===== src/rtl/legv8_pkg.sv =====
// Shared LEGv8 execute-stage definitions.
//   - R-type opcode constants (instruction[31:21])
//   - Aluop encodings from the main decoder
//   - 4-bit ALU control codes
//   - EX state constants (StMulBusy only reachable when EX_MUL_EN is defined)
//   - EX/MEM pipeline register bundle and a helper that turns it into a bubble
package legv8_pkg;

    localparam logic [10:0] OpcAdd = 11'b10001011000;
    localparam logic [10:0] OpcSub = 11'b11001011000;
    localparam logic [10:0] OpcAnd = 11'b10001010000;
    localparam logic [10:0] OpcOrr = 11'b10101010000;
    localparam logic [10:0] OpcMul = 11'b10011011000;

    localparam logic [1:0] AluopLdSt  = 2'b00;
    localparam logic [1:0] AluopCbz   = 2'b01;
    localparam logic [1:0] AluopRType = 2'b10;

    typedef enum logic [3:0] {
        AluAnd   = 4'b0000,
        AluOrr   = 4'b0001,
        AluAdd   = 4'b0010,
        AluSub   = 4'b0110,
        AluPassB = 4'b0111
    } alu_ctl_e;

    typedef logic [0:0] ex_state_t;
    localparam ex_state_t StIdle    = 1'b0;
    localparam ex_state_t StMulBusy = 1'b1;

    typedef struct packed {
        logic        valid;
        logic [63:0] alu_result;
        logic        zero;
        logic [63:0] branch_target;
        logic [63:0] write_data;
        logic [4:0]  write_reg;
        logic        branch;
        logic        uncond_branch;
        logic        memread;
        logic        memwrite;
        logic        regwrite;
        logic        memtoreg;
    } ex_mem_t;

    // Bubble keeps the data fields (nobody looks at them) and clears every control bit.
    function automatic ex_mem_t ex_mem_bubble(input ex_mem_t e);
        ex_mem_t b;
        b               = e;
        b.valid         = 1'b0;
        b.branch        = 1'b0;
        b.uncond_branch = 1'b0;
        b.memread       = 1'b0;
        b.memwrite      = 1'b0;
        b.regwrite      = 1'b0;
        b.memtoreg      = 1'b0;
        return b;
    endfunction

endpackage


===== src/rtl/ex_multiplier.sv =====
// Iterative 64x64 -> 64 (low half) shift-add multiplier, one step per clock.
//   clock, reset_n : clock, asynchronous active-low reset
//   start          : latch op_a/op_b and begin 64 steps (ignored while busy)
//   abort          : drop any multiply in flight, counter back to 0
//   op_a, op_b     : multiplicand, multiplier
//   busy           : a multiply is in progress
//   done           : this edge performs the 64th step; product is valid now
//   product        : accumulator including the current step
module ex_multiplier (
    input  logic        clock,
    input  logic        reset_n,
    input  logic        start,
    input  logic        abort,
    input  logic [63:0] op_a,
    input  logic [63:0] op_b,
    output logic        busy,
    output logic        done,
    output logic [63:0] product
);

    logic        busy_q;
    logic [5:0]  count_q;
    logic [63:0] mcand_q;
    logic [63:0] mplier_q;
    logic [63:0] acc_q;
    logic [63:0] acc_step;

    assign acc_step = acc_q + (mplier_q[0] ? mcand_q : 64'd0);
    assign busy     = busy_q;
    assign done     = busy_q && (count_q == 6'd63);
    assign product  = acc_step;

    always_ff @(posedge clock or negedge reset_n) begin
        if (!reset_n) begin
            busy_q   <= 1'b0;
            count_q  <= '0;
            mcand_q  <= '0;
            mplier_q <= '0;
            acc_q    <= '0;
        end else if (abort) begin
            busy_q  <= 1'b0;
            count_q <= '0;
        end else if (start && !busy_q) begin
            busy_q   <= 1'b1;
            count_q  <= '0;
            mcand_q  <= op_a;
            mplier_q <= op_b;
            acc_q    <= '0;
        end else if (busy_q) begin
            acc_q    <= acc_step;
            mcand_q  <= mcand_q << 1;
            mplier_q <= mplier_q >> 1;
            count_q  <= count_q + 6'd1;
            if (count_q == 6'd63) begin
                busy_q <= 1'b0;
            end
        end
    end

endmodule


===== src/rtl/ex_stage.sv =====
// LEGv8 execute stage: ALU control decode, 64-bit ALU, zero flag, branch target,
// and the EX/MEM pipeline register with valid/flush handling.
// Optional feature macro EX_MUL_EN: adds MUL (64-cycle iterative) with ex_stall;
// without it MUL decodes as an unknown R-type (NOP) and ex_stall is tied 0.
// Ports:
//   clock, reset_n          : clock, asynchronous active-low reset
//   id_valid, flush         : ID/EX holds an instruction / kill capture and multiply
//   Pc, Read1, Read2, Sign_extended, alu_ctrl_data, write_reg, Aluop, ALUSrc,
//   Branch, Uncond_Branch, Memread, Memwrite, RegWrite, MemtoReg : ID/EX bundle
//   ex_stall                : front end must hold IF/ID and ID/EX
//   mem_valid, alu_result, zero, branch_target, write_data, mem_write_reg,
//   mem_* control bits      : EX/MEM register contents
module ex_stage
    import legv8_pkg::*;
(
    input  logic        clock,
    input  logic        reset_n,
    input  logic        id_valid,
    input  logic        flush,
    input  logic [63:0] Pc,
    input  logic [63:0] Read1,
    input  logic [63:0] Read2,
    input  logic [63:0] Sign_extended,
    input  logic [10:0] alu_ctrl_data,
    input  logic [4:0]  write_reg,
    input  logic [1:0]  Aluop,
    input  logic        ALUSrc,
    input  logic        Branch,
    input  logic        Uncond_Branch,
    input  logic        Memread,
    input  logic        Memwrite,
    input  logic        RegWrite,
    input  logic        MemtoReg,
    output logic        ex_stall,
    output logic        mem_valid,
    output logic [63:0] alu_result,
    output logic [63:0] branch_target,
    output logic [63:0] write_data,
    output logic        zero,
    output logic [4:0]  mem_write_reg,
    output logic        mem_branch,
    output logic        mem_uncond_branch,
    output logic        mem_memread,
    output logic        mem_memwrite,
    output logic        mem_regwrite,
    output logic        mem_memtoreg
);

    alu_ctl_e    alu_ctl;
    logic        op_nop;
    logic [63:0] operand_b;
    logic [63:0] alu_out;
    logic [63:0] issue_result;
    ex_mem_t     issue;
    ex_mem_t     ex_mem_d, ex_mem_q;

    // Aluop 11 is treated like 10 (R-type decode by opcode).
    always_comb begin
        alu_ctl = AluAdd;
        op_nop  = 1'b0;
        unique case (Aluop)
            AluopLdSt: alu_ctl = AluAdd;
            AluopCbz:  alu_ctl = AluPassB;
            default: begin
                unique case (alu_ctrl_data)
                    OpcAdd: alu_ctl = AluAdd;
                    OpcSub: alu_ctl = AluSub;
                    OpcAnd: alu_ctl = AluAnd;
                    OpcOrr: alu_ctl = AluOrr;
`ifdef EX_MUL_EN
                    // Result comes from the multiplier; ALU output is unused.
                    OpcMul: alu_ctl = AluAdd;
`endif
                    default: op_nop = 1'b1;
                endcase
            end
        endcase
    end

    assign operand_b = ALUSrc ? Sign_extended : Read2;

    always_comb begin
        case (alu_ctl)
            AluAnd:  alu_out = Read1 & operand_b;
            AluOrr:  alu_out = Read1 | operand_b;
            AluAdd:  alu_out = Read1 + operand_b;
            AluSub:  alu_out = Read1 - operand_b;
            default: alu_out = operand_b;
        endcase
    end

    assign issue_result = op_nop ? 64'd0 : alu_out;

    // Everything the current ID/EX instruction would write into EX/MEM.
    always_comb begin
        issue               = '0;
        issue.valid         = 1'b1;
        issue.alu_result    = issue_result;
        issue.zero          = (issue_result == 64'd0);
        issue.branch_target = Pc + (Sign_extended << 2);
        issue.write_data    = Read2;
        issue.write_reg     = write_reg;
        issue.branch        = Branch;
        issue.uncond_branch = Uncond_Branch;
        issue.memread       = Memread;
        issue.memwrite      = Memwrite & ~op_nop;
        issue.regwrite      = RegWrite & ~op_nop;
        issue.memtoreg      = MemtoReg;
    end

`ifdef EX_MUL_EN
    ex_state_t   state_d, state_q;
    ex_mem_t     mul_hold_d, mul_hold_q;
    logic        is_mul;
    logic        mul_start;
    logic        mul_busy;
    logic        mul_done;
    logic [63:0] mul_product;

    assign is_mul = Aluop[1] && (alu_ctrl_data == OpcMul);

    ex_multiplier u_mul (
        .clock   (clock),
        .reset_n (reset_n),
        .start   (mul_start),
        .abort   (flush),
        .op_a    (Read1),
        .op_b    (Read2),
        .busy    (mul_busy),
        .done    (mul_done),
        .product (mul_product)
    );

    always_comb begin
        ex_mem_d   = ex_mem_q;
        state_d    = state_q;
        mul_hold_d = mul_hold_q;
        mul_start  = 1'b0;
        if (state_q == StMulBusy) begin
            // EX/MEM already holds a bubble from the start edge; ID/EX is ignored.
            if (flush) begin
                state_d = StIdle;
            end else if (mul_busy && mul_done) begin
                ex_mem_d            = mul_hold_q;
                ex_mem_d.alu_result = mul_product;
                ex_mem_d.zero       = (mul_product == 64'd0);
                state_d             = StIdle;
            end
        end else if (flush || !id_valid) begin
            ex_mem_d = ex_mem_bubble(ex_mem_q);
        end else if (is_mul) begin
            ex_mem_d   = ex_mem_bubble(ex_mem_q);
            mul_hold_d = issue;
            mul_start  = 1'b1;
            state_d    = StMulBusy;
        end else begin
            ex_mem_d = issue;
        end
    end

    always_ff @(posedge clock or negedge reset_n) begin
        if (!reset_n) begin
            state_q    <= StIdle;
            mul_hold_q <= '0;
        end else begin
            state_q    <= state_d;
            mul_hold_q <= mul_hold_d;
        end
    end

    assign ex_stall = (state_q == StMulBusy);
`else
    always_comb begin
        if (flush || !id_valid) begin
            ex_mem_d = ex_mem_bubble(ex_mem_q);
        end else begin
            ex_mem_d = issue;
        end
    end

    assign ex_stall = 1'b0;
`endif

    always_ff @(posedge clock or negedge reset_n) begin
        if (!reset_n) begin
            ex_mem_q <= '0;
        end else begin
            ex_mem_q <= ex_mem_d;
        end
    end

    assign mem_valid         = ex_mem_q.valid;
    assign alu_result        = ex_mem_q.alu_result;
    assign zero              = ex_mem_q.zero;
    assign branch_target     = ex_mem_q.branch_target;
    assign write_data        = ex_mem_q.write_data;
    assign mem_write_reg     = ex_mem_q.write_reg;
    assign mem_branch        = ex_mem_q.branch;
    assign mem_uncond_branch = ex_mem_q.uncond_branch;
    assign mem_memread       = ex_mem_q.memread;
    assign mem_memwrite      = ex_mem_q.memwrite;
    assign mem_regwrite      = ex_mem_q.regwrite;
    assign mem_memtoreg      = ex_mem_q.memtoreg;

endmodule

===== config.mk =====
export PLATFORM = sky130hd
export DESIGN_NAME = ex_stage
export DESIGN_NICKNAME = d
export VERILOG_FILES = /design/src/rtl/legv8_pkg.sv /design/src/rtl/ex_multiplier.sv /design/src/rtl/ex_stage.sv
export SDC_FILE = /design/constraint.sdc
export NUM_CORES = 1
export LEC_CHECK = 0
export BUFFER_PORTS_ARGS = -buffer_cell sky130_fd_sc_hd__buf_2
export CAP_MARGIN = 40
export CELL_PAD_IN_SITES_DETAIL_PLACEMENT = 1
export CELL_PAD_IN_SITES_GLOBAL_PLACEMENT = 1
export CORE_ASPECT_RATIO = 1.1
export CORE_MARGIN = 1.5
export CORE_UTILIZATION = 30
export CTS_CLUSTER_DIAMETER = 40
export DETAILED_ROUTE_END_ITERATION = 16
export GPL_TIMING_DRIVEN = 1
export PLACE_DENSITY_LB_ADDON = 0.3
export SETUP_SLACK_MARGIN = 0.02
export SLEW_MARGIN = 40
export SYNTH_ARGS = -nofsm -noshare
export SYNTH_HDL_FRONTEND = slang
export SYNTH_SLANG_ARGS = --single-unit

===== constraint.sdc =====
create_clock -name clock -period 1 [get_ports clock]
set_input_delay 0.1 -clock clock [delete_from_list [all_inputs] [get_ports clock]]
set_output_delay 0.1 -clock clock [all_outputs]
set_load 0.02 [all_outputs]

* After elaboration in Yosys (flattened, before gate mapping)
Cells that the tools add are included.
** Storage, ports and cells
- RAM bits :: 0
- Latch bits :: 0
- Word-level logic and storage cells :: 43
- Bits of input ports :: 285
- Bits in read-only memories :: 0
- Register bits :: 205
- Output and inout bits :: 206
- Memories kept :: 0
** Operators by class
- Divide/modulo/power cells :: 0
- Shift operators :: 0
- Equal/unequal tests :: 8
- $lt $le $gt $ge :: 0
- $mul :: 0
- Bitwise logic cells :: 5
- $add $sub $neg :: 3
- Reduce and logical (&&, ||, !) cells :: 7
- Mux-type cells :: 8
** Operator list (count)
- 64-bit one-hot mux with 4 select lines :: 1
- 205-bit 2-to-1 mux :: 1
- 64-bit adder :: 2
- 64-bit 2-to-1 mux :: 2
- 64-bit bitwise AND :: 1
- 64-bit logical NOT :: 1
- 64-bit OR :: 1
- 64-bit subtractor :: 1
- 11-bit equality test, second input constant :: 4
- 3-bit one-hot mux with 3 select lines :: 1
- 3-bit one-hot mux with 2 select lines :: 1
- 4-bit by 1-bit equality test with 1-bit output, second input constant :: 1
- 4-bit by 2-bit equality test with 1-bit output, second input constant :: 1
- 4-bit by 3-bit equality test with 1-bit output, second input constant :: 1
- 4-bit logical NOT :: 1
- 4-bit OR reduction :: 1
- 1-bit bitwise AND :: 2
- 2-bit by 1-bit equality test with 1-bit output, second input constant :: 1
- 2-bit logical NOT :: 1
- 1-bit 2-to-1 mux :: 2
- 2-bit OR reduction :: 1
- 1-bit logical NOT :: 1
- 1-bit logical OR :: 1
- 1-bit NOT :: 1

* Logic depth before layout (Yosys ltp)
Gate-level depths: netlist of the first run.
- Depth in word-level cells :: 8
- Depth in mapped cells :: 35
- Depth with buffers taken out :: 29

* Worst setup path after synthesis of the first run
No wires, ideal clock.
- Kind :: input port to flip-flop
- From :: in ALUSrc
- To :: reg ex_mem_q (netlist bit zero)
- Required time :: 879 ps
- Setup time :: 121 ps
- Buffers on the path :: 6
- Cell stages on the path :: 35
- Slack :: -5678 ps
- Data arrival time :: 6556 ps
- Path through :: buf_6 -> buf_12 -> buf_8 -> buf_6 -> buf_6 -> mux2_2 -> inv_1 -> ha_1 -> o21ai_0 -> or2_1 -> nor4_1 -> and2b_1 -> nand2_1 -> nor3_2 -> nand3b_1 -> or2_1 -> nor3_2 -> a41oi_2 -> a21oi_1 -> xnor2_1 -> ha_1 -> clkbuf_1 -> nand3_1 -> nor3_1 -> a221oi_1 -> o21ai_0 -> a22oi_1 -> o311a_1 -> o21a_1 -> o21bai_1 -> a311oi_1 -> xnor2_1 -> a221o_1 -> and4_1 -> a32o_2
** On the way
- Cells in the longest elaborated chain, start to end :: 5
- Elaborated cells between the ends (all ways) :: 8
** Ends and longest elaborated chain
- from (decl) :: line ex_stage.sv:27 : input logic ALUSrc,
- 64-bit 2-to-1 mux * :: line ex_stage.sv:80 : assign operand_b = ALUSrc ? Sign_extended : Read2;
- 64-bit subtractor (tied with other cells) :: line ex_stage.sv:87 : AluSub: alu_out = Read1 - operand_b;
- 64-bit one-hot mux with 4 select lines * :: line ex_stage.sv:83 : case (alu_ctl)
- 64-bit 2-to-1 mux * :: line ex_stage.sv:92 : assign issue_result = op_nop ? 64'd0 : alu_out;
- 64-bit logical NOT * :: line ex_stage.sv:99 : issue.zero = (issue_result == 64'd0);
- to (signal assigned) :: line ex_stage.sv:188 : ex_mem_q <= ex_mem_d;
- to (decl) :: line ex_stage.sv:55 : ex_mem_t ex_mem_d, ex_mem_q;
Mark *: on every way between the ends. The rest lies on a longest branch, timed or not.
A chain may end at the register's enable or synchronous reset.

* Worst setup path in the final report of the first run
Ends and elaborated chain as after synthesis.

==> flow_summary.toml, run 1 <==
[yosys]
synth_area_leader_cell = "dfrtp_1"
syn-num-nets = 2926
ys_seq_elements = 205
synth_flop_cell = "dfrtp_1"
avgSynthCellArea_um2 = 7.59
synthArstFlopShare_pct = 100
syn_inst = 2512
synth_edf_count = 0
syn_area_um2 = 19100
yosys.area.top_type_share_pct = 26.9
ys.warnings.count = 0
yosysUniqueCellTypes = 90
yosys-top-cells-area = "dfrtp_1, nand2_1, ha_1"
yosysSeqAreaShare_pct = 26.9

[clock_network]
cts_buffers = 40
htreeDepth = 2
clockBufferDepth = 3
clkLatencyLatePin_ns = 0.57
path_clk_slew_ns = 0.06
cts_tree = "built"
cts_sinks = 205
cts-root-buf = "clkbuf_16"

[place]
hpwl_mm = 91.1
io_buffers = 489
gp_congestion = 1.00
placedInstanceArea_um2 = 29400

[route]
vias_per_cell = 5.50
drtIter0Drc = 2038
wire_per_inst_um = 25.7
final_antenna_net_count = 0
dr.pass1.iters = 5
drc = 0
wl_mm = 127
vias = 27100

[finish]
fin_nets = 4449
seqCellArea_um2 = 5130
drive_above_1_share_pct = 53.8
area_delta_synth_final_pct = 91.7
fillers = 7414
multi_input_comb_area_um2 = 16800
final_area_um2 = 36500

[die]
die_area_um2 = 65100
rows = 96
coreArea_um2 = 62600
die_x_um = 243
die_h_um = 267
initial_utilization_pct = 30.5
io_pins = 491

[setup_path]
crit_top_cell = "buf_4"
cp-end-kind = "flop"
critPathSlowestCell = "or4_4"
r2r_slack_ns = 0.05
arrival_ns = 6.12
worstPathRequired_ns = 1.45
critPathMaxFanout = 33
critPathKind = "input pin to flop"
slowest_delay_ns = 0.51
critPathLaunchType = "input pin"

[worst_hold_path]
hold_class = "input pin to flop"

[power]
leakagePower_uw = 0.0177
power_uw = 51200
vdd_drop_max_v = 0.00117
power_density_nw_per_um2 = 1400

[grt]
grt_usage_pct = 35.2
overflow = 0
grt_pass1_vias = 28000
antenna_found_initial = 21
grt_pass1_wl_mm = 175
grt_max_degree = 148

[timing]
setup-violations-final = 336
relSlewSlack_pct = 45.9
fmax_mhz = 176
worst_slack_ns = -4.67
final.period_utilization_pct = 567
rsz0062_at_grt = "true"
hold_viol = 0
post-route-min-period_ns = 5.67
worst_pin_slew_ns = 0.811
finalClockSkew_ns = 0
drv_slew = 0
hold_ws_ns = 0.0222

[status]
outcome = "finished with violations"
violations = "negative setup slack"

[job]
max-cap-violations = 0
[metrics by stage]
stage	setup slack (ns)	instances	utilization, %	setup TNS, ns
after floorplan	-4.98	2512	-	-265.79
after global placement	-5.59	4596	47.0	-395.87
after detailed placement	-5.69	4596	47.0	-406.66
after CTS	-4.54	4830	54.7	-313.58
after global routing	-4.85	4921	58.4	-336.25
final	-4.67	4923	58.4	-320.17
[layout make-up]
cell class	count	area share [%]
Antenna cell	23	0.158
Clock buffer	44	2.92
Clock inverter	30	1.07
Inverter	70	0.740
Multi-Input combinational cell	2106	45.9
Sequential cell	205	14.0
Tap cell	833	2.85
Timing Repair Buffer	1612	32.3
[layout by cell type, fill, tap and decap left out, drive strengths merged, types with 23 or more instances in the layout]
master / instances
a21o: 59
a21oi: 235
buf: 1533
clkbuf: 44
dfrtp: 205
diode: 23
dlygate4sd3: 79
ha: 127
inv: 81
mux2i: 51
nand2: 513
nand3: 44
nand4: 42
nor2: 148
nor2b: 41
nor3: 49
o21ai: 230
o21bai: 26
o22ai: 29
xnor2: 95
xor2: 79
[where the power goes]
part           switching (uW)  internal [uW]  leakage, uW  total (uW)
sequential                849           9670      0.00257       10500
combinational           14000          11600       0.0144       25600
clock                    5380           9640     0.000715       15000
[timing repair]
item                       in CTS  in global routing
pin swaps                     209                210
hold endpoints to repair      282                  0
gates resized for setup       425                354
setup endpoints to repair     405                409
hold buffers                   79                  0
buffers inserted               92                 89
[metal layers]
layer / share of wire (%) / wire (um) / vias to the layer above / track usage, %
met4: 5.3 / 6770 / 0 / 15.8
li1: - / - / 12000 / -
met5: 0 / 0 / - / 0
met3: 6.4 / 8170 / 363 / 5.61
met1: 42 / 53300 / 13500 / 46.5
met2: 46 / 58500 / 1140 / 56.3
[synthesized netlist by cell type (20+ instances only)]
master,count
xor2_1,79
ha_1,127
o21ai_0,228
o21a_1,22
nor2_1,147
nor2b_1,41
nor3_1,46
and2_1,20
nand2_1,513
nand3_1,44
nand4_1,42
dfrtp_1,205
inv_1,68
mux2i_1,47
clkbuf_1,109
a21oi_1,235
a21o_1,59
xnor2_1,95
o21bai_1,26
o22ai_1,29
[path summary, 6_finish.rpt]
kind                                   start           endpoint  cells after the start
max                                   ALUSrc               zero                     33
min                                   Pc[63]  branch_target[63]                      4
max reg2reg                branch_target[62]  branch_target[62]                      2
min reg2reg                   alu_result[28]     alu_result[28]                      2
max in group asynchronous            reset_n     alu_result[20]                      3
min in group asynchronous            reset_n     alu_result[26]                      3
[cell families (layout without fill, tap and decap cells)]
kind of cell,count (synthesis),in the layout,share of synthesized area (%)
flip-flops,205,205,26.9
XOR/XNOR,175,175,8.11
adder cells (fa/ha/maj),151,151,9.73
multiplexers,69,69,3.91
AO/OA/AOI/OAI,764,764,24.5
AND/OR/NAND/NOR,946,946,22.3
other,1,24,0.0197
buffers and inverters,201,1756,4.47
[worst max-delay path: cells and delay by family]
kind	cells	cell delay, ns
and+or+nand+nor	18	3.35
AOI/OAI and AO/OA	5	1.11
buffers and inverters	8	1.07
adders and majority gates	1	0.30
xor gates and xnor gates	1	0.17
Power figures use the tool's default switching activity.
==> run 2, diff against run 1 <==
--- a/config.mk
+++ b/config.mk
@@ -11,7 +11,7 @@
 export CELL_PAD_IN_SITES_GLOBAL_PLACEMENT = 1
 export CORE_ASPECT_RATIO = 1.1
 export CORE_MARGIN = 1.5
-export CORE_UTILIZATION = 30
+export CORE_UTILIZATION = 39
 export CTS_CLUSTER_DIAMETER = 40
 export DETAILED_ROUTE_END_ITERATION = 16
 export GPL_TIMING_DRIVEN = 1
==> constraint.sdc (replaced) <==
create_clock -name clock -period 1 [get_ports clock]
set_input_delay 0.05 -clock clock [delete_from_list [all_inputs] [get_ports clock]]
set_output_delay 0.05 -clock clock [all_outputs]
set_load 0.02 [all_outputs]
==> run 2 against run 1 <==
- the flow now stops in global routing
- area after synthesis did not move
- synthesized cell count did not move
==> flow_summary.toml, run 2 <==
[yosys]
synth_area_leader_cell = "dfrtp_1"
ys.warnings.count = 0
avgSynthCellArea_um2 = 7.59
yosys-top-cells-area = "dfrtp_1, nand2_1, ha_1"
yosysUniqueCellTypes = 90
syn-num-nets = 2926
synth_edf_count = 0
syn_area_um2 = 19100
syn_inst = 2512
yosysMostFrequentCell = "nand2_1"
ys_top_cells_by_count = "nand2_1, a21oi_1, o21ai_0, dfrtp_1, nor2_1"
yosysSeqAreaShare_pct = 26.9
ys_seq_elements = 205
synth_flop_cell = "dfrtp_1"
yosys.area.top_type_share_pct = 26.9
synthArstFlopShare_pct = 100

[clock_network]
clockBufferDepth = 3
htreeDepth = 2
cts-root-buf = "clkbuf_16"
cts_sinks = 205
cts_buffers = 40

[die]
die_h_um = 235
initial_utilization_pct = 39.7
rows = 84
die_x_um = 214
io_pins = 491

[place]
placedInstanceArea_um2 = 28800
hpwl_mm = 92.7
gp_congestion = 1.02
io_buffers = 489

[grt]
grt_max_degree = 196
overflow = 44
grt_pass1_vias = 38100
grt_usage_pct = 77.0
grt_pass1_wl_mm = 280

[status]
error = "[ERROR GRT-0116] Global routing finished with congestion. Check the congestion regions in the DRC Viewer."
haltStage = "global routing"
outcome = "aborted with a tool error"
run 2: cell counts after synthesis:
Identical to the previous run, type by type.
run 2: what timing repair did:
item / CTS
endpoints found under the setup margin: 407
hold buffers: 81
endpoints found under the hold margin: 284
buffers inserted: 98
pin swaps: 195
gates resized for setup: 441
run 2: layer usage:
metal	track usage, %	GRT overflow
met1	77.5	0
met2	91.2	22
met3	65.7	0
met4	72.6	22
met5	31.5	0
run 2: per-stage QoR:
step / util, % / hold WS [ns] / std cells / setup slack [ns]
after floorplan: - / -0.246 / 2512 / -4.93
after detailed placement: 59.9 / -0.109 / 4362 / -5.39
after global placement: 59.9 / -0.110 / 4362 / -5.18
after CTS: 69.8 / 0.0379 / 4590 / -4.65
run 2: cells by family after synthesis:
logic type | count (synthesis) | share of synthesized area, %
AO/OA/AOI/OAI | 764 | 24.5
buffers and inverters | 201 | 4.47
flip-flops | 205 | 26.9
adder cells (fa/ha/maj) | 151 | 9.73
other | 1 | 0.0197
multiplexers | 69 | 3.91
XOR/XNOR | 175 | 8.11
AND/OR/NAND/NOR | 946 | 22.3
==> run 3, diff against run 2 <==
==> config.mk (replaced) <==
export PLATFORM = sky130hd
export DESIGN_NAME = ex_stage
export DESIGN_NICKNAME = d
export VERILOG_FILES = /design/src/rtl/legv8_pkg.sv /design/src/rtl/ex_multiplier.sv /design/src/rtl/ex_stage.sv
export SDC_FILE = /design/constraint.sdc
export NUM_CORES = 1
export LEC_CHECK = 0
export BUFFER_PORTS_ARGS = -buffer_cell sky130_fd_sc_hd__buf_2
export CAP_MARGIN = 40
export CORE_MARGIN = 1.5
export CORE_UTILIZATION = 35
export DETAILED_ROUTE_END_ITERATION = 16
export GPL_TIMING_DRIVEN = 1
export PLACE_DENSITY_LB_ADDON = 0.15
export SLEW_MARGIN = 40
export SYNTH_ARGS = -nofsm -noshare
export SYNTH_HDL_FRONTEND = slang
export SYNTH_SLANG_ARGS = --single-unit
==> run 3 against run 2 <==
- the flow now finishes, with violations (negative hold slack, negative setup slack)
==> flow_summary.toml, run 3 (same netlist as run 1, synthesis figures left out) <==
[power]
vdd_drop_max_v = 0.00126
power_density_nw_per_um2 = 1280
leakagePower_uw = 0.0170

[clock_network]
cts_tree = "built"
htreeDepth = 1
cts_buffers = 27
hold_buffers = 81
cts_sinks = 205
cts-root-buf = "clkbuf_16"
path_clk_slew_ns = 0.06
clkLatencyLatePin_ns = 0.57
clockBufferDepth = 3

[grt]
overflow = 0
grt_usage_pct = 34.2
grt_max_degree = 193
grt_pass1_vias = 24600
grt_pass1_wl_mm = 148
antenna_found_initial = 12

[timing]
relSlewSlack_pct = 43.5
drv_slew = 0
final.period_utilization_pct = 536
hold_ws_ns = -0.0331
post-route-min-period_ns = 5.36
worst_pin_slew_ns = 0.848
setup_tns_ns = -289.57
rsz0062_at_grt = "true"
finalClockSkew_ns = 0
setup-violations-final = 407
hold_viol = 15
worst_slack_ns = -4.36
fmax_mhz = 187

[die]
coreArea_um2 = 53800
die_h_um = 236
die_area_um2 = 55900
initial_utilization_pct = 35.4
die_x_um = 236
io_pins = 491
rows = 85

[setup_path]
critPathTopFamily = "simple AND/OR/NAND/NOR gates"
slowest_delay_ns = 0.57
critPathKind = "input pin to flop"
critPathMaxFanout = 5
cp.depth = 27
cp-end-kind = "flop"
worstPathRequired_ns = 1.51
critPathSlowestCell = "or4b_4"
path_buf_inv = 5
crit_top_cell = "buf_6"
critPathLaunchType = "input pin"
r2r_cells = 2
arrival_ns = 5.88

[finish]
area_delta_synth_final_pct = 81.4
layout_commonest_cell = "buf_4"
drive_above_1_share_pct = 50.8
layout.cells.most_common_list = "buf_4, nand2_1, buf_2"
fin_nets = 4372
post-route-util_pct = 64.2
fillers = 4733

[place]
gp_congestion = 1.01
io_buffers = 489
hpwl_mm = 78.2

[status]
violations = "negative hold slack, negative setup slack"
outcome = "finished with violations"

[route]
vias_per_cell = 5.36
drtIter0Drc = 1695
final_antenna_net_count = 0
wire_per_inst_um = 21.3
drc = 0
dr.pass1.iters = 5
vias = 25100
wl_mm = 100

[job]
max-cap-violations = 0

[worst_hold_path]
hold_class = "input pin to async pin"
[run 3: per-stage QoR]
step | hold WS, ns | cells | setup slack, ns | instance area, um^2 | total power, uW
2_1_floorplan | -0.246 | 2512 | -4.93 | 19800 | 20100
3_3_place_gp | -0.0428 | 4438 | -5.46 | 29000 | 29700
3_5_place_dp | -0.0461 | 4439 | -5.32 | 29000 | 29900
4_1_cts | -0.0481 | 4635 | -4.24 | 33100 | 42600
5_1_grt | -0.0255 | 4683 | -4.61 | 34600 | 46200
6_report | -0.0331 | 4683 | -4.36 | 34600 | 44200
[run 3: metal layers]
metal	global-route usage (%)	wire length, um
met1	48.6	45100
met2	53.0	44500
met3	5.44	7450
met4	9.95	2910
met5	0	13
[run 3: where the power goes]
part,internal [uW],switching [uW]
registers,9660,785
clock network,6130,4220
logic,10900,12500
total,26700,17500
[run 3: timing repair]
| item | 4_1_cts | 5_1_grt |
|---|---|---|
| pin swaps | 183 | 179 |
| endpoints found under the hold margin | 284 | 16 |
| setup buffers | 84 | 47 |
| cloned | 1 | 0 |
| gates resized for setup | 403 | 229 |
| setup endpoints to repair | 406 | 407 |
[run 3: worst paths after layout]
check / end / slack (ns) / startpoint
worst max-delay path: zero / -4.36 / Sign_extended[1]
worst min-delay path: alu_result[8] / -0.03 / reset_n
worst max register to register: branch_target[62] / 0.11 / branch_target[62]
worst min register to register: alu_result[16] / 0.47 / alu_result[16]
max in group asynchronous: branch_target[9] / 0.40 / reset_n
min in group clock: branch_target[63] / 0 / Pc[62]
[run 3: layout make-up]
cell class	instances	area, um^2	share of cell area [%]
inverter	70	273	0.789
multi-input combinational	2106	16200	46.9
clock inverter	16	203	0.586
tap	696	871	2.52
clock buffer	32	714	2.07
sequential	205	5130	14.8
antenna	10	25.0	0.0724
timing repair buffer	1548	11100	32.2
==> run 4, diff against run 3 <==
--- a/config.mk
+++ b/config.mk
@@ -6,9 +6,11 @@
 export NUM_CORES = 1
 export LEC_CHECK = 0
 export BUFFER_PORTS_ARGS = -buffer_cell sky130_fd_sc_hd__buf_2
-export CAP_MARGIN = 40
+export CAP_MARGIN = 20
+export CELL_PAD_IN_SITES_DETAIL_PLACEMENT = 0
+export CELL_PAD_IN_SITES_GLOBAL_PLACEMENT = 2
 export CORE_MARGIN = 1.5
-export CORE_UTILIZATION = 35
+export CORE_UTILIZATION = 31
 export DETAILED_ROUTE_END_ITERATION = 16
 export GPL_TIMING_DRIVEN = 1
 export PLACE_DENSITY_LB_ADDON = 0.15
==> run 4 against run 3 <==
- the run still ends with negative hold slack, negative setup slack left
- clock power barely moved
- flip-flop and latch count did not move
- combinational power rose by 2%
- worst setup slack got worse by 0.16 ns
- sequential share of layout area fell by 0.33 points
- critical path depth rose by 1
- wire length rose by 7.1%
==> flow_summary.toml, run 4 (same netlist as run 1, synthesis figures left out) <==
[timing]
setup-violations-final = 509
drv_slew = 0
hold_viol = 1
finalClockSkew_ns = 0
post-route-min-period_ns = 5.52
relSlewSlack_pct = 46.1
fmax_mhz = 181
rsz0062_at_grt = "true"
final.period_utilization_pct = 552
worst_pin_slew_ns = 0.809
hold_ws_ns = -0.00427
setup_tns_ns = -301.10
worst_slack_ns = -4.52

[route]
wl_mm = 107
vias = 25200
wire_per_inst_um = 22.3
drtIter0Drc = 1964
dr.pass1.iters = 6
drc = 0
vias_per_cell = 5.24
final_antenna_net_count = 0

[die]
die_area_um2 = 63000
rows = 90
die_x_um = 251
io_pins = 491
coreArea_um2 = 60600
die_h_um = 251
initial_utilization_pct = 31.5

[status]
violations = "negative hold slack, negative setup slack"
outcome = "finished with violations"

[grt]
overflow = 0
grt_pass1_wl_mm = 156
grt_pass1_vias = 24800
grt_max_degree = 164
antenna_found_initial = 9
grt_usage_pct = 32.5

[setup_path]
r2r-end = "branch_target[62]"
r2r-start = "branch_target[62]"
critPathKind = "input pin to flop"
cp-end-kind = "flop"
critPathMaxFanout = 4
arrival_ns = 6.01
worstPathRequired_ns = 1.48
startpoint = "Sign_extended[0]"
r2r_cells = 2
critPathLaunchType = "input pin"
r2r_slack_ns = 0.07

[clock_network]
path_clk_slew_ns = 0.06
cts_buffers = 27
clockBufferDepth = 3
cts-root-buf = "clkbuf_16"
cts_sinks = 205
clkLatencyLatePin_ns = 0.61
cts_tree = "built"
htreeDepth = 1

[job]
max-cap-violations = 0

[finish]
post-route-util_pct = 58.4
area_delta_synth_final_pct = 85.6
fin_nets = 4418
layout_commonest_cell = "buf_4"
drive_above_1_share_pct = 51.2
layout.cells.most_common_list = "buf_4, nand2_1, buf_2"

[power]
power_density_nw_per_um2 = 1270
vdd_drop_max_v = 0.00135
leakagePower_uw = 0.0173

[worst_hold_path]
holdPathStages = 4
hold_class = "input pin to flop"
hp-start = "Pc[3]"
hold_end = "branch_target[3]"

[place]
io_buffers = 489
hpwl_mm = 86.0
gp_congestion = 0.990
==> run 4: cell count changes in the layout (fill, tap and decap cells not counted), moves of 5 or more <==
cell | previous run | this run
o21ai_0 | 90 | 101
buf_4 | 878 | 911
xor2_2 | 12 | 20
dlygate4sd3_1 | 81 | 91
buf_12 | 12 | 19
xor2_1 | 67 | 58
nor2_2 | 19 | 14
ha_4 | 29 | 36
ha_1 | 95 | 89
clkbuf_1 | 3 | 9
o21ai_1 | 83 | 74
a21oi_4 | 24 | 33
a21oi_2 | 85 | 78
==> run 4: metal layers <==
metal  vias up  global-route usage [%]  part of all wire, %
li1      12000                       -                    -
met1     12300                    47.3                   47
met2       838                    50.7                   44
met3       141                    4.78                  6.4
met4         4                    6.82                  2.5
met5         -                       0                0.021
==> run 4: metrics by stage <==
stage	total power, uW	cells	worst slack [ns]	area, um^2
5_1_grt	47200	4811	-4.84	35400
3_5_place_dp	30400	4553	-5.31	29400
3_3_place_gp	30200	4553	-5.39	29400
4_1_cts	43300	4763	-4.36	33500
2_1_floorplan	20100	2512	-4.93	19800
6_report	45000	4812	-4.52	35400
==> run 4: where the power goes <==
group,total (uW),switching [uW],internal (uW)
clock,10600,4180,6390
combinational,23900,12800,11100
sequential,10500,882,9670
total,45000,17800,27200
==> run 4: worst max-delay path: stages <==
cell      delay [ns]
buf_6           0.10
or4b_4          0.56
a222oi_1        0.37
buf_4           0.18
nor2b_4         0.16
nand4b_1        0.15
buf_4           0.17
or3_4           0.42
nor2_4          0.20
nand4_1         0.22
nor2_1          0.21
buf_4           0.16
nor2_4          0.04
xor2_2          0.21
ha_1            0.36
nand3_2         0.12
nor3_4          0.05
a221oi_2        0.25
o21ai_2         0.09
a22oi_1         0.22
o311a_1         0.28
o21a_1          0.20
o21bai_2        0.10
a311oi_2        0.27
xnor2_1         0.12
a221o_1         0.34
and4_1          0.16
a32o_2          0.25
==> run 4: timing repair <==
action	4_1_cts	5_1_grt
setup endpoints to repair	407	520
pin swaps	165	181
resized for setup	370	285
cloned	0	0
hold endpoints to repair	293	0
hold buffers	92	0
setup buffers	84	65
==> run 4: how the worst max path moves through the flow <==
stage / endpoint / slack (ns) / cells past startpoint
after floorplan: zero / -4.93 / 34
after global placement: zero / -5.39 / 26
after detailed placement: zero / -5.31 / 26
after CTS: zero / -4.36 / 29
after global routing: zero / -4.84 / 29
final: zero / -4.52 / 28
==> run 4: area by class of cell <==
class,instances,area [um^2]
inverter,70,270
timing repair buffer,1594,11600
multi-input combinational,2106,16400
antenna,6,15.0
tap,782,978
clock buffer,41,778
clock inverter,8,161
fill,5546,25200
sequential,205,5130
